**config.mk**
```make
export PLATFORM = sky130hd
export DESIGN_NAME = exu_sched_flat
export DESIGN_NICKNAME = d
export VERILOG_FILES = /design/src/rtl/exu_sched_if.sv /design/src/rtl/exu_sched.sv /design/src/flat_wrapper.sv
export SDC_FILE = /design/constraint.sdc
export NUM_CORES = 1
export LEC_CHECK = 0
export CAP_MARGIN = 20
export CELL_PAD_IN_SITES_DETAIL_PLACEMENT = 1
export CELL_PAD_IN_SITES_GLOBAL_PLACEMENT = 2
export CORE_AREA = 2 2 234 236
export DETAILED_ROUTE_END_ITERATION = 16
export DIE_AREA = 0 0 236 238
export GPL_TIMING_DRIVEN = 0
export HOLD_SLACK_MARGIN = 0.12
export PLACE_DENSITY = 0.8
export RECOVER_POWER = 100
export SLEW_MARGIN = 20
export SYNTH_ARGS = -nofsm -noshare
export SYNTH_HDL_FRONTEND = slang
export SYNTH_SLANG_ARGS = --single-unit
```
**constraint.sdc**
```tcl
create_clock -name clk -period 3.6 [get_ports clk]
set_input_delay 0.72 -clock clk [delete_from_list [all_inputs] [get_ports clk]]
set_output_delay 0.72 -clock clk [all_outputs]
set_load 0.03 [all_outputs]
```
**src/rtl/exu_sched_if.sv**
```systemverilog
// Issue and writeback handshakes of the execute-unit scheduler.
// The upstream pipeline is the master and the scheduler is the slave.
interface exu_sched_if #(
  parameter int ALUOP_WIDTH = 5
);
  logic                   issue_valid;
  logic                   issue_ready;
  logic [ALUOP_WIDTH-1:0] issue_op;
  logic                   issue_word;
  logic [63:0]            issue_a;
  logic [63:0]            issue_b;
  logic                   res_valid;
  logic                   res_ready;
  logic [63:0]            res_data;
  logic                   res_timeout;

  modport master (
    output issue_valid, issue_op, issue_word, issue_a, issue_b, res_ready,
    input  issue_ready, res_valid, res_data, res_timeout
  );

  modport slave (
    input  issue_valid, issue_op, issue_word, issue_a, issue_b, res_ready,
    output issue_ready, res_valid, res_data, res_timeout
  );
endinterface

```
**src/rtl/exu_sched.sv**
```systemverilog
// Execute-unit issue sequencer: routes one op to ALU, multiplier or divider,
// waits for completion (with watchdog), and holds the result for writeback.
module exu_sched #(
  parameter int ALUOP_WIDTH = 5,
  parameter int MUL_OP      = 15,
  parameter int DIV_OP_LO   = 16,
  parameter int MAX_WAIT    = 127
) (
  input  logic                   clk,
  input  logic                   rst,
  exu_sched_if.slave             bus,
  input  logic                   flush,
  output logic [63:0]            unit_a,
  output logic [63:0]            unit_b,
  output logic [ALUOP_WIDTH-1:0] unit_op,
  output logic                   unit_word,
  input  logic [63:0]            alu_result,
  output logic                   mul_en,
  input  logic                   mul_ok,
  input  logic [63:0]            mul_result,
  output logic                   div_en,
  output logic                   div_signed,
  input  logic                   div_ok,
  input  logic [63:0]            div_quot,
  input  logic [63:0]            div_rem,
  output logic                   unit_kill,
  output logic                   busy
);
  localparam logic [ALUOP_WIDTH-1:0] OP_MUL  = ALUOP_WIDTH'(MUL_OP);
  localparam logic [ALUOP_WIDTH-1:0] OP_DIVS = ALUOP_WIDTH'(DIV_OP_LO);
  localparam logic [ALUOP_WIDTH-1:0] OP_REMS = ALUOP_WIDTH'(DIV_OP_LO + 2);
  localparam logic [ALUOP_WIDTH-1:0] OP_REMU = ALUOP_WIDTH'(DIV_OP_LO + 3);
  localparam logic [7:0]             WAIT_LIMIT = 8'(MAX_WAIT);

  typedef enum logic [2:0] {
    S_IDLE     = 3'd0,
    S_EXEC_ALU = 3'd1,
    S_WAIT_MUL = 3'd2,
    S_WAIT_DIV = 3'd3,
    S_DONE     = 3'd4
  } state_t;

  state_t                 state_r, state_n;
  logic [63:0]            unit_a_r, unit_b_r, res_data_r, res_data_n;
  logic [ALUOP_WIDTH-1:0] unit_op_r;
  logic                   unit_word_r, div_signed_r;
  logic                   mul_en_r, div_en_r, unit_kill_r, kill_n;
  logic                   res_valid_r, res_timeout_r, timeout_n;
  logic [7:0]             cnt_r, cnt_n;
  logic                   issue_ready_s, accept_s, load_s;
  logic                   issue_is_div_s, issue_is_rem_s, div_zero_s, unit_is_rem_s;
  logic [63:0]            zero_res_s;

  assign issue_ready_s  = (state_r == S_IDLE) && !flush;
  assign accept_s       = bus.issue_valid && issue_ready_s;
  assign issue_is_div_s = (bus.issue_op >= OP_DIVS) && (bus.issue_op <= OP_REMU);
  assign issue_is_rem_s = (bus.issue_op == OP_REMS) || (bus.issue_op == OP_REMU);
  assign unit_is_rem_s  = (unit_op_r == OP_REMS) || (unit_op_r == OP_REMU);
  assign div_zero_s     = bus.issue_word ? (bus.issue_b[31:0] == 32'd0) : (bus.issue_b == 64'd0);
  // x/0 yields all ones; x%0 yields the dividend (sign-extended low word for word ops)
  assign zero_res_s     = !issue_is_rem_s ? {64{1'b1}} :
                          (bus.issue_word ? {{32{bus.issue_a[31]}}, bus.issue_a[31:0]} : bus.issue_a);

  // State register
  always_ff @(posedge clk) begin
    if (rst) begin
      state_r <= S_IDLE;
    end else begin
      state_r <= state_n;
    end
  end

  // Next-state, result selection, watchdog and kill decisions
  always_comb begin
    state_n    = state_r;
    res_data_n = res_data_r;
    timeout_n  = res_timeout_r;
    kill_n     = 1'b0;
    cnt_n      = 8'd0;
    load_s     = 1'b0;
    case (state_r)
      S_IDLE: begin
        if (accept_s) begin
          load_s    = 1'b1;
          timeout_n = 1'b0;
          if (bus.issue_op == OP_MUL) begin
            state_n = S_WAIT_MUL;
          end else if (issue_is_div_s && div_zero_s) begin
            state_n    = S_DONE;
            res_data_n = zero_res_s;
          end else if (issue_is_div_s) begin
            state_n = S_WAIT_DIV;
          end else begin
            state_n = S_EXEC_ALU;
          end
        end else begin
          state_n = S_IDLE;
        end
      end
      S_EXEC_ALU: begin
        if (flush) begin
          state_n = S_IDLE;
        end else begin
          res_data_n = alu_result;
          state_n    = S_DONE;
        end
      end
      S_WAIT_MUL, S_WAIT_DIV: begin
        if (flush) begin
          state_n = S_IDLE;
          kill_n  = 1'b1;
        end else if ((state_r == S_WAIT_MUL) ? mul_ok : div_ok) begin
          state_n    = S_DONE;
          res_data_n = (state_r == S_WAIT_MUL) ? mul_result :
                       (unit_is_rem_s ? div_rem : div_quot);
        end else if (cnt_r == WAIT_LIMIT) begin
          state_n    = S_DONE;
          res_data_n = 64'd0;
          timeout_n  = 1'b1;
          kill_n     = 1'b1;
        end else begin
          cnt_n = cnt_r + 8'd1;
        end
      end
      S_DONE: begin
        if (flush || bus.res_ready) begin
          state_n   = S_IDLE;
          timeout_n = 1'b0;
        end else begin
          state_n = S_DONE;
        end
      end
      default: begin
        state_n = S_IDLE;
      end
    endcase
  end

  // Datapath and output registers
  always_ff @(posedge clk) begin
    if (rst) begin
      unit_a_r      <= 64'd0;
      unit_b_r      <= 64'd0;
      unit_op_r     <= '0;
      unit_word_r   <= 1'b0;
      div_signed_r  <= 1'b0;
      res_data_r    <= 64'd0;
      res_timeout_r <= 1'b0;
      res_valid_r   <= 1'b0;
      mul_en_r      <= 1'b0;
      div_en_r      <= 1'b0;
      unit_kill_r   <= 1'b0;
      cnt_r         <= 8'd0;
    end else begin
      if (load_s) begin
        unit_a_r     <= bus.issue_a;
        unit_b_r     <= bus.issue_b;
        unit_op_r    <= bus.issue_op;
        unit_word_r  <= bus.issue_word;
        div_signed_r <= (bus.issue_op == OP_DIVS) || (bus.issue_op == OP_REMS);
      end
      res_data_r    <= res_data_n;
      res_timeout_r <= timeout_n;
      res_valid_r   <= (state_n == S_DONE);
      mul_en_r      <= (state_n == S_WAIT_MUL);
      div_en_r      <= (state_n == S_WAIT_DIV);
      unit_kill_r   <= kill_n;
      cnt_r         <= cnt_n;
    end
  end

  assign bus.issue_ready = issue_ready_s;
  assign bus.res_valid   = res_valid_r;
  assign bus.res_data    = res_data_r;
  assign bus.res_timeout = res_timeout_r;
  assign unit_a          = unit_a_r;
  assign unit_b          = unit_b_r;
  assign unit_op         = unit_op_r;
  assign unit_word       = unit_word_r;
  assign div_signed      = div_signed_r;
  assign mul_en          = mul_en_r;
  assign div_en          = div_en_r;
  assign unit_kill       = unit_kill_r;
  assign busy            = (state_r != S_IDLE);
endmodule
```
**src/flat_wrapper.sv**
```systemverilog
// flat-port wrapper written by rule: the top's interface ports become plain ports
module exu_sched_flat 
#(
  parameter int ALUOP_WIDTH = 5,
  parameter int MUL_OP      = 15,
  parameter int DIV_OP_LO   = 16,
  parameter int MAX_WAIT    = 127
)
  (clk, rst, flush, unit_a, unit_b, unit_op, unit_word, alu_result, mul_en, mul_ok, mul_result, div_en, div_signed, div_ok, div_quot, div_rem, unit_kill, busy, bus_issue_valid, bus_issue_op, bus_issue_word, bus_issue_a, bus_issue_b, bus_res_ready, bus_issue_ready, bus_res_valid, bus_res_data, bus_res_timeout);
  exu_sched_if #(.ALUOP_WIDTH(ALUOP_WIDTH)) bus_i ();
  input  logic clk;
  input  logic rst;
  input  logic flush;
  output logic [63:0] unit_a;
  output logic [63:0] unit_b;
  output logic [ALUOP_WIDTH-1:0] unit_op;
  output logic unit_word;
  input  logic [63:0] alu_result;
  output logic mul_en;
  input  logic mul_ok;
  input  logic [63:0] mul_result;
  output logic div_en;
  output logic div_signed;
  input  logic div_ok;
  input  logic [63:0] div_quot;
  input  logic [63:0] div_rem;
  output logic unit_kill;
  output logic busy;
  input wire logic [$bits(bus_i.issue_valid)-1:0] bus_issue_valid;
  input wire logic [$bits(bus_i.issue_op)-1:0] bus_issue_op;
  input wire logic [$bits(bus_i.issue_word)-1:0] bus_issue_word;
  input wire logic [$bits(bus_i.issue_a)-1:0] bus_issue_a;
  input wire logic [$bits(bus_i.issue_b)-1:0] bus_issue_b;
  input wire logic [$bits(bus_i.res_ready)-1:0] bus_res_ready;
  output wire logic [$bits(bus_i.issue_ready)-1:0] bus_issue_ready;
  output wire logic [$bits(bus_i.res_valid)-1:0] bus_res_valid;
  output wire logic [$bits(bus_i.res_data)-1:0] bus_res_data;
  output wire logic [$bits(bus_i.res_timeout)-1:0] bus_res_timeout;
  assign bus_i.issue_valid = bus_issue_valid;
  assign bus_i.issue_op = bus_issue_op;
  assign bus_i.issue_word = bus_issue_word;
  assign bus_i.issue_a = bus_issue_a;
  assign bus_i.issue_b = bus_issue_b;
  assign bus_i.res_ready = bus_res_ready;
  assign bus_issue_ready = bus_i.issue_ready;
  assign bus_res_valid = bus_i.res_valid;
  assign bus_res_data = bus_i.res_data;
  assign bus_res_timeout = bus_i.res_timeout;
  exu_sched #(.ALUOP_WIDTH(ALUOP_WIDTH), .MUL_OP(MUL_OP), .DIV_OP_LO(DIV_OP_LO), .MAX_WAIT(MAX_WAIT)) u_core (.clk(clk), .rst(rst), .bus(bus_i), .flush(flush), .unit_a(unit_a), .unit_b(unit_b), .unit_op(unit_op), .unit_word(unit_word), .alu_result(alu_result), .mul_en(mul_en), .mul_ok(mul_ok), .mul_result(mul_result), .div_en(div_en), .div_signed(div_signed), .div_ok(div_ok), .div_quot(div_quot), .div_rem(div_rem), .unit_kill(unit_kill), .busy(busy));
endmodule
```
After elaboration in Yosys (flattened, before gate mapping)
Index checks and enable logic that the tools add are counted.
{"block": "totals", "ff_bits": 215, "out_inout_bits": 206, "inputBits": 397, "wordCells": 95}
{"block": "op_classes", "reduce_logical": 20, "bitwise_logic": 1, "eq_ne": 23, "addsub": 1, "n_lt_le_gt_ge": 2, "mux": 35}
{"op": "2-to-1 mux 64 bit", "count": 11}
{"op": "case mux 64 bit (3 select lines)", "count": 1}
{"op": "zero test 64 bit", "count": 1}
{"op": "zero test 32 bit", "count": 1}
{"op": "== test 5 bit (second input constant)", "count": 5}
{"op": "2-to-1 mux 3 bit", "count": 8}
{"op": "== test 3 x 2 -> 1 bit (second input constant)", "count": 4}
{"op": "2-to-1 mux 1 bit", "count": 12}
{"op": "case mux 3 bit (4 select lines)", "count": 1}
{"op": "inequality test 2 bit (second input constant)", "count": 5}
{"op": "nonzero test 3 bit", "count": 3}
{"op": "adder 8 x 1 -> 8 bit (second input constant)", "count": 1}
{"op": "== test 8 x 7 -> 1 bit (second input constant)", "count": 1}
{"op": "AND reduction 7 bit", "count": 1}
{"op": "== test 3 bit (second input constant)", "count": 2}
{"op": "inequality test 2 x 1 -> 1 bit (second input constant)", "count": 3}
{"op": "AND reduction 6 bit", "count": 1}
{"op": "== test 5 x 4 -> 1 bit (second input constant)", "count": 1}
{"op": ">= comparator 5 bit (second input constant)", "count": 1}
{"op": "<= comparator 5 bit (second input constant)", "count": 1}
{"op": "OR reduction 5 bit", "count": 1}
{"op": "logical AND 1 bit", "count": 4}
{"op": "logical OR 1 bit", "count": 4}
{"op": "OR reduction 2 bit", "count": 2}
{"op": "other kinds (7)", "count": 7}

Depth between registers and ports, before layout
{"block": "depth", "ltp_word": 8, "mapped_depth": 11, "ltp_nobuf": 7}

Worst setup path before layout
OpenSTA, ideal clock, no wires.
{"block": "synth_timing", "path_kind": "input to register", "startpoint": "in flush", "endpoint": "reg u_core.unit_b_r[29], in the netlist u_core.unit_b[29]", "stages": 7, "arrival_time_ns": 2.778, "n_path_buf": 3, "slack_ns": 0.751, "setup_ns": 0.070, "t_required_ns": 3.530, "cell_sequence": "nor4_1 -> and2_1 -> clkbuf_1 -> buf_2 -> buf_2 -> nand2_1 -> a21oi_1"}
{"block": "synth_between", "elab_chain_cells": 5}
{"item": "start, declared", "line": "flat_wrapper.sv:13", "source": "input logic flush;"}
{"item": "zero test 1 bit", "line": "exu_sched.sv:54", "source": "assign issue_ready_s = (state_r == S_IDLE) && !flush;"}
{"item": "logical AND 1 bit", "line": "exu_sched.sv:54"}
{"item": "logical AND 1 bit", "line": "exu_sched.sv:55", "source": "assign accept_s = bus.issue_valid && issue_ready_s;"}
{"item": "2-to-1 mux 1 bit", "line": "exu_sched.sv:83", "source": "if (accept_s) begin"}
{"item": "2-to-1 mux 1 bit", "line": "exu_sched.sv:81", "source": "case (state_r)"}
{"item": "end signal, assigned", "line": "exu_sched.sv:157", "source": "unit_b_r <= bus.issue_b;"}
{"item": "end, declared", "line": "exu_sched.sv:44", "source": "logic [63:0] unit_a_r, unit_b_r, res_data_r, res_data_n;"}
Every way passes these cells.
A chain may end at the register's enable or synchronous reset.

Final worst setup path
{"block": "layout_timing", "startpoint": "in flush", "endpoint": "out bus_issue_ready"}
{"block": "layout_between", "elab_chain_cells": 2}
{"item": "zero test 1 bit", "line": "exu_sched.sv:54"}
{"item": "logical AND 1 bit", "line": "exu_sched.sv:54"}
{"item": "end, declared", "line": "flat_wrapper.sv:35", "source": "output wire logic [$bits(bus_i.issue_ready)-1:0] bus_issue_ready;"}
Every way passes these cells.

==> impl_metrics.yaml <==
outcome:
  outcome: "completed"
worst_setup_path:
  critPathCaptureType: "output pin"
  r2r_start: "u_core.state_r[2]"
  reg2reg_slack_ns: 0.37
  path_max_fanout: 7
  r2r_cells: 9
  cp_data_arrival_time_ns: 2.77
  rr_endpoint: "u_core.bus.res_data[29]"
  required_ns: 2.88
  crit_type: "in2out"
  startpoint_type: "primary input"
global_route:
  grt_pass1_wl_mm: 93.9
  grt_overflow: 0
  grt_max_degree: 15
  track_usage_pct: 22.2
  grt_pass1_vias: 14300
  antenna_found_initial: 6
yosys:
  synth.distinct_cells: 44
  synth_nets: 1818
  ys_seq_area_share_pct: 39.1
  synth_cells: 1420
  synth_area_sq_um: 11000
  ys_ff_latch: 215
  yosys_warnings: 0
  syn_avg_cell_area_sq_um: 7.75
die:
  dieArea_sq_um: 56200
  floorplan.die.width_microns: 236
  coreArea_sq_um: 53500
  rows: 85
  start_util_pct: 20.6
  die_y_microns: 238
  io_pins: 603
layout:
  stdcell_count: 2771
  final_common_cell: "clkdlybuf4s50_1"
  drive_above_1_share_pct: 7.18
  nets: 2451
  final_cell_mix: "394 x clkdlybuf4s50_1, 337 x nand2_1, 215 x dfxtp_1, 207 x dlygate4sd3_1, 206 x a21oi_1"
  fillers: 6367
  area_growth_pct: 71.1
placement:
  gp_congestion: 0.848
  portBuffers: 601
  dp.cells: 2718
  dp_hpwl_mm: 51.4
drt:
  wirelength_mm: 65.1
  first_pass_iters: 5
  drt_iter0_markers: 544
  vias: 13400
  viasPerCell: 4.82
  drc: 0
  antenna_left: 0
  wl_per_cell_microns: 23.5
timing:
  tightest_slew_ns: 1.07
  fin_crit_sh_pct: 96.9
  drv_slew: 0
  hold_viol: 0
  slew_headroom_pct: 28.4
  fmax_mhz: 287
  fin_crit_ns: 3.49
  clock_skew_ns: 0.0122
  setup_violations: 0
  hold_ws_ns: 0.453
clock_network:
  clock_latency_ns: 0.57
  cts-buffers-inserted: 29
  cts_tree: "done"
  htree_levels: 1
  path_clk_slew_ns: 0.06
  numClockSinks: 215
  cts_buffer_depth: 3
  cts.repair.resized: 0
  cts_hold_buf: 0
  cts_setup_buffers: 0
  root_buffer: "clkbuf_16"
worst_hold_path:
  hold_end: "u_core.unit_b[17]"
  whs_path_depth: 2
  min_from: "u_core.unit_b[17]"
  min_path_type: "reg2reg"
run:
  max_cap_violations: 0
pwr:
  p_leak_nw: 7.01
  powerDensity_nw_per_um2: 366
  irDropWorstVdd_uv: 331
==> critical path, cell delays in order <==
cell             delay (ns)
dlygate4sd3_1          0.65
nor4_1                 0.56
clkdlybuf4s50_1        0.83
==> worst max-delay path by stage <==
stage	startpoint	slack [ns]	to	cells after the start
after global placement	u_core.state_r[1]	-0.66	u_core.bus.res_data[50]	7
after floorplan	flush	0.75	u_core.unit_b[29]	7
final	flush	0.11	bus_issue_ready	3
after CTS	bus_issue_word	0.21	u_core.bus.res_data[46]	6
after global routing	u_core.state_r[1]	-0.00006	u_core.bus.res_data[22]	10
after detailed placement	bus_issue_word	-0.40	u_core.bus.res_data[46]	6
==> area by class of cell <==
type                    count  area, sq um  area share [%]
diodes                      1         2.50          0.0133
plain buffers             144          581            3.09
clock buffers              39          823            4.38
clock inverters            13          101           0.539
inverters                   6         22.5           0.120
multi-input cells        1055         6080            32.3
flip-flops and latches    215         4300            22.9
well taps                 696          871            4.63
repair buffers            602         6030            32.0
==> routing by layer <==
metal / vias up / wire length [microns] / GRT usage [%] / share of wire [%]
met3: 80 / 4570 / 5.99 / 7.0
met5: - / 13 / 0 / 0.020
met4: 2 / 1750 / 5.93 / 2.7
met2: 451 / 32000 / 39.5 / 49
li1: 6326 / - / - / -
met1: 6501 / 26800 / 26.2 / 41
==> power breakdown <==
group          internal (mW)  switching [mW]
sequential              2.48          0.0503
clock                   1.66            1.20
combinational          0.681           0.817
==> registers in the layout, summed over array words and instances (netlist names) <==
register	count
u_core.bus.res_timeout	1
u_core.mul_en	1
u_core.unit_word	1
u_core.unit_kill	1
u_core.div_signed	1
u_core.div_en	1
u_core.unit_op	5
u_core.bus.res_valid	1
u_core.unit_a	64
u_core.bus.res_data	64
u_core.state_r	3
u_core.unit_b	64
u_core.cnt_r	8
==> metrics by stage <==
stage	TNS, ns	area [sq um]	power (mW)	worst slack (ns)	util [%]
after floorplan	0	11000	3.19	0.751	-
after global placement	-71.34	17900	4.11	-0.655	33.4
after detailed placement	-22.37	17900	4.13	-0.403	33.5
after CTS	0	18800	7.04	0.208	35.2
after global routing	-0.0000622	18800	7.17	-0.0000622	35.2
final	0	18800	6.89	0.112	35.2
==> synth_stat cells <==
cell type	count	share of area, %
nor4b_1	1	0.080
nand2_1	337	11
o311ai_1	1	0.080
nand2b_1	4	0.23
inv_2	1	0.034
o41ai_1	48	3.8
nand3_1	6	0.27
a32oi_1	1	0.080
o32ai_1	1	0.080
nand4_1	6	0.34
xnor2_1	3	0.24
mux2_2	63	6.4
o21ai_0	59	2.7
a311o_1	1	0.091
or2_2	2	0.11
a32o_1	1	0.091
buf_2	16	0.73
xor2_1	3	0.24
mux2i_1	3	0.27
a21o_1	1	0.068
o22ai_1	3	0.17
buf_1	6	0.20
o221ai_1	62	4.9
buf_6	3	0.31
a21oi_1	206	9.4
and2_1	2	0.11
o41ai_2	16	2.4
inv_1	5	0.17
nor2b_1	99	5.6
nor3_1	4	0.18
nor2_1	21	0.72
dfxtp_1	215	39
or3_1	1	0.057
or4_1	1	0.068
nor3b_1	3	0.20
a211oi_1	1	0.068
nor4_1	18	1.0
nor4bb_1	1	0.091
o21bai_1	1	0.068
clkbuf_1	119	4.1
a22oi_1	2	0.14
nand3_2	1	0.091
o21ai_1	71	3.2
ha_1	1	0.11
==> cells by family (layout without fill, tap and decap cells) <==
kind of cell	after synthesis	after routing	synth area share (%)
fa+ha+maj	1	1	0.114
buf+inv	150	804	5.50
mux	66	66	6.72
xor+xnor	6	6	0.478
flops	215	215	39.1
other cells	0	1	0
compound gates	475	475	27.3
simple gates	507	507	20.7
Power figures use the tool's default switching activity.
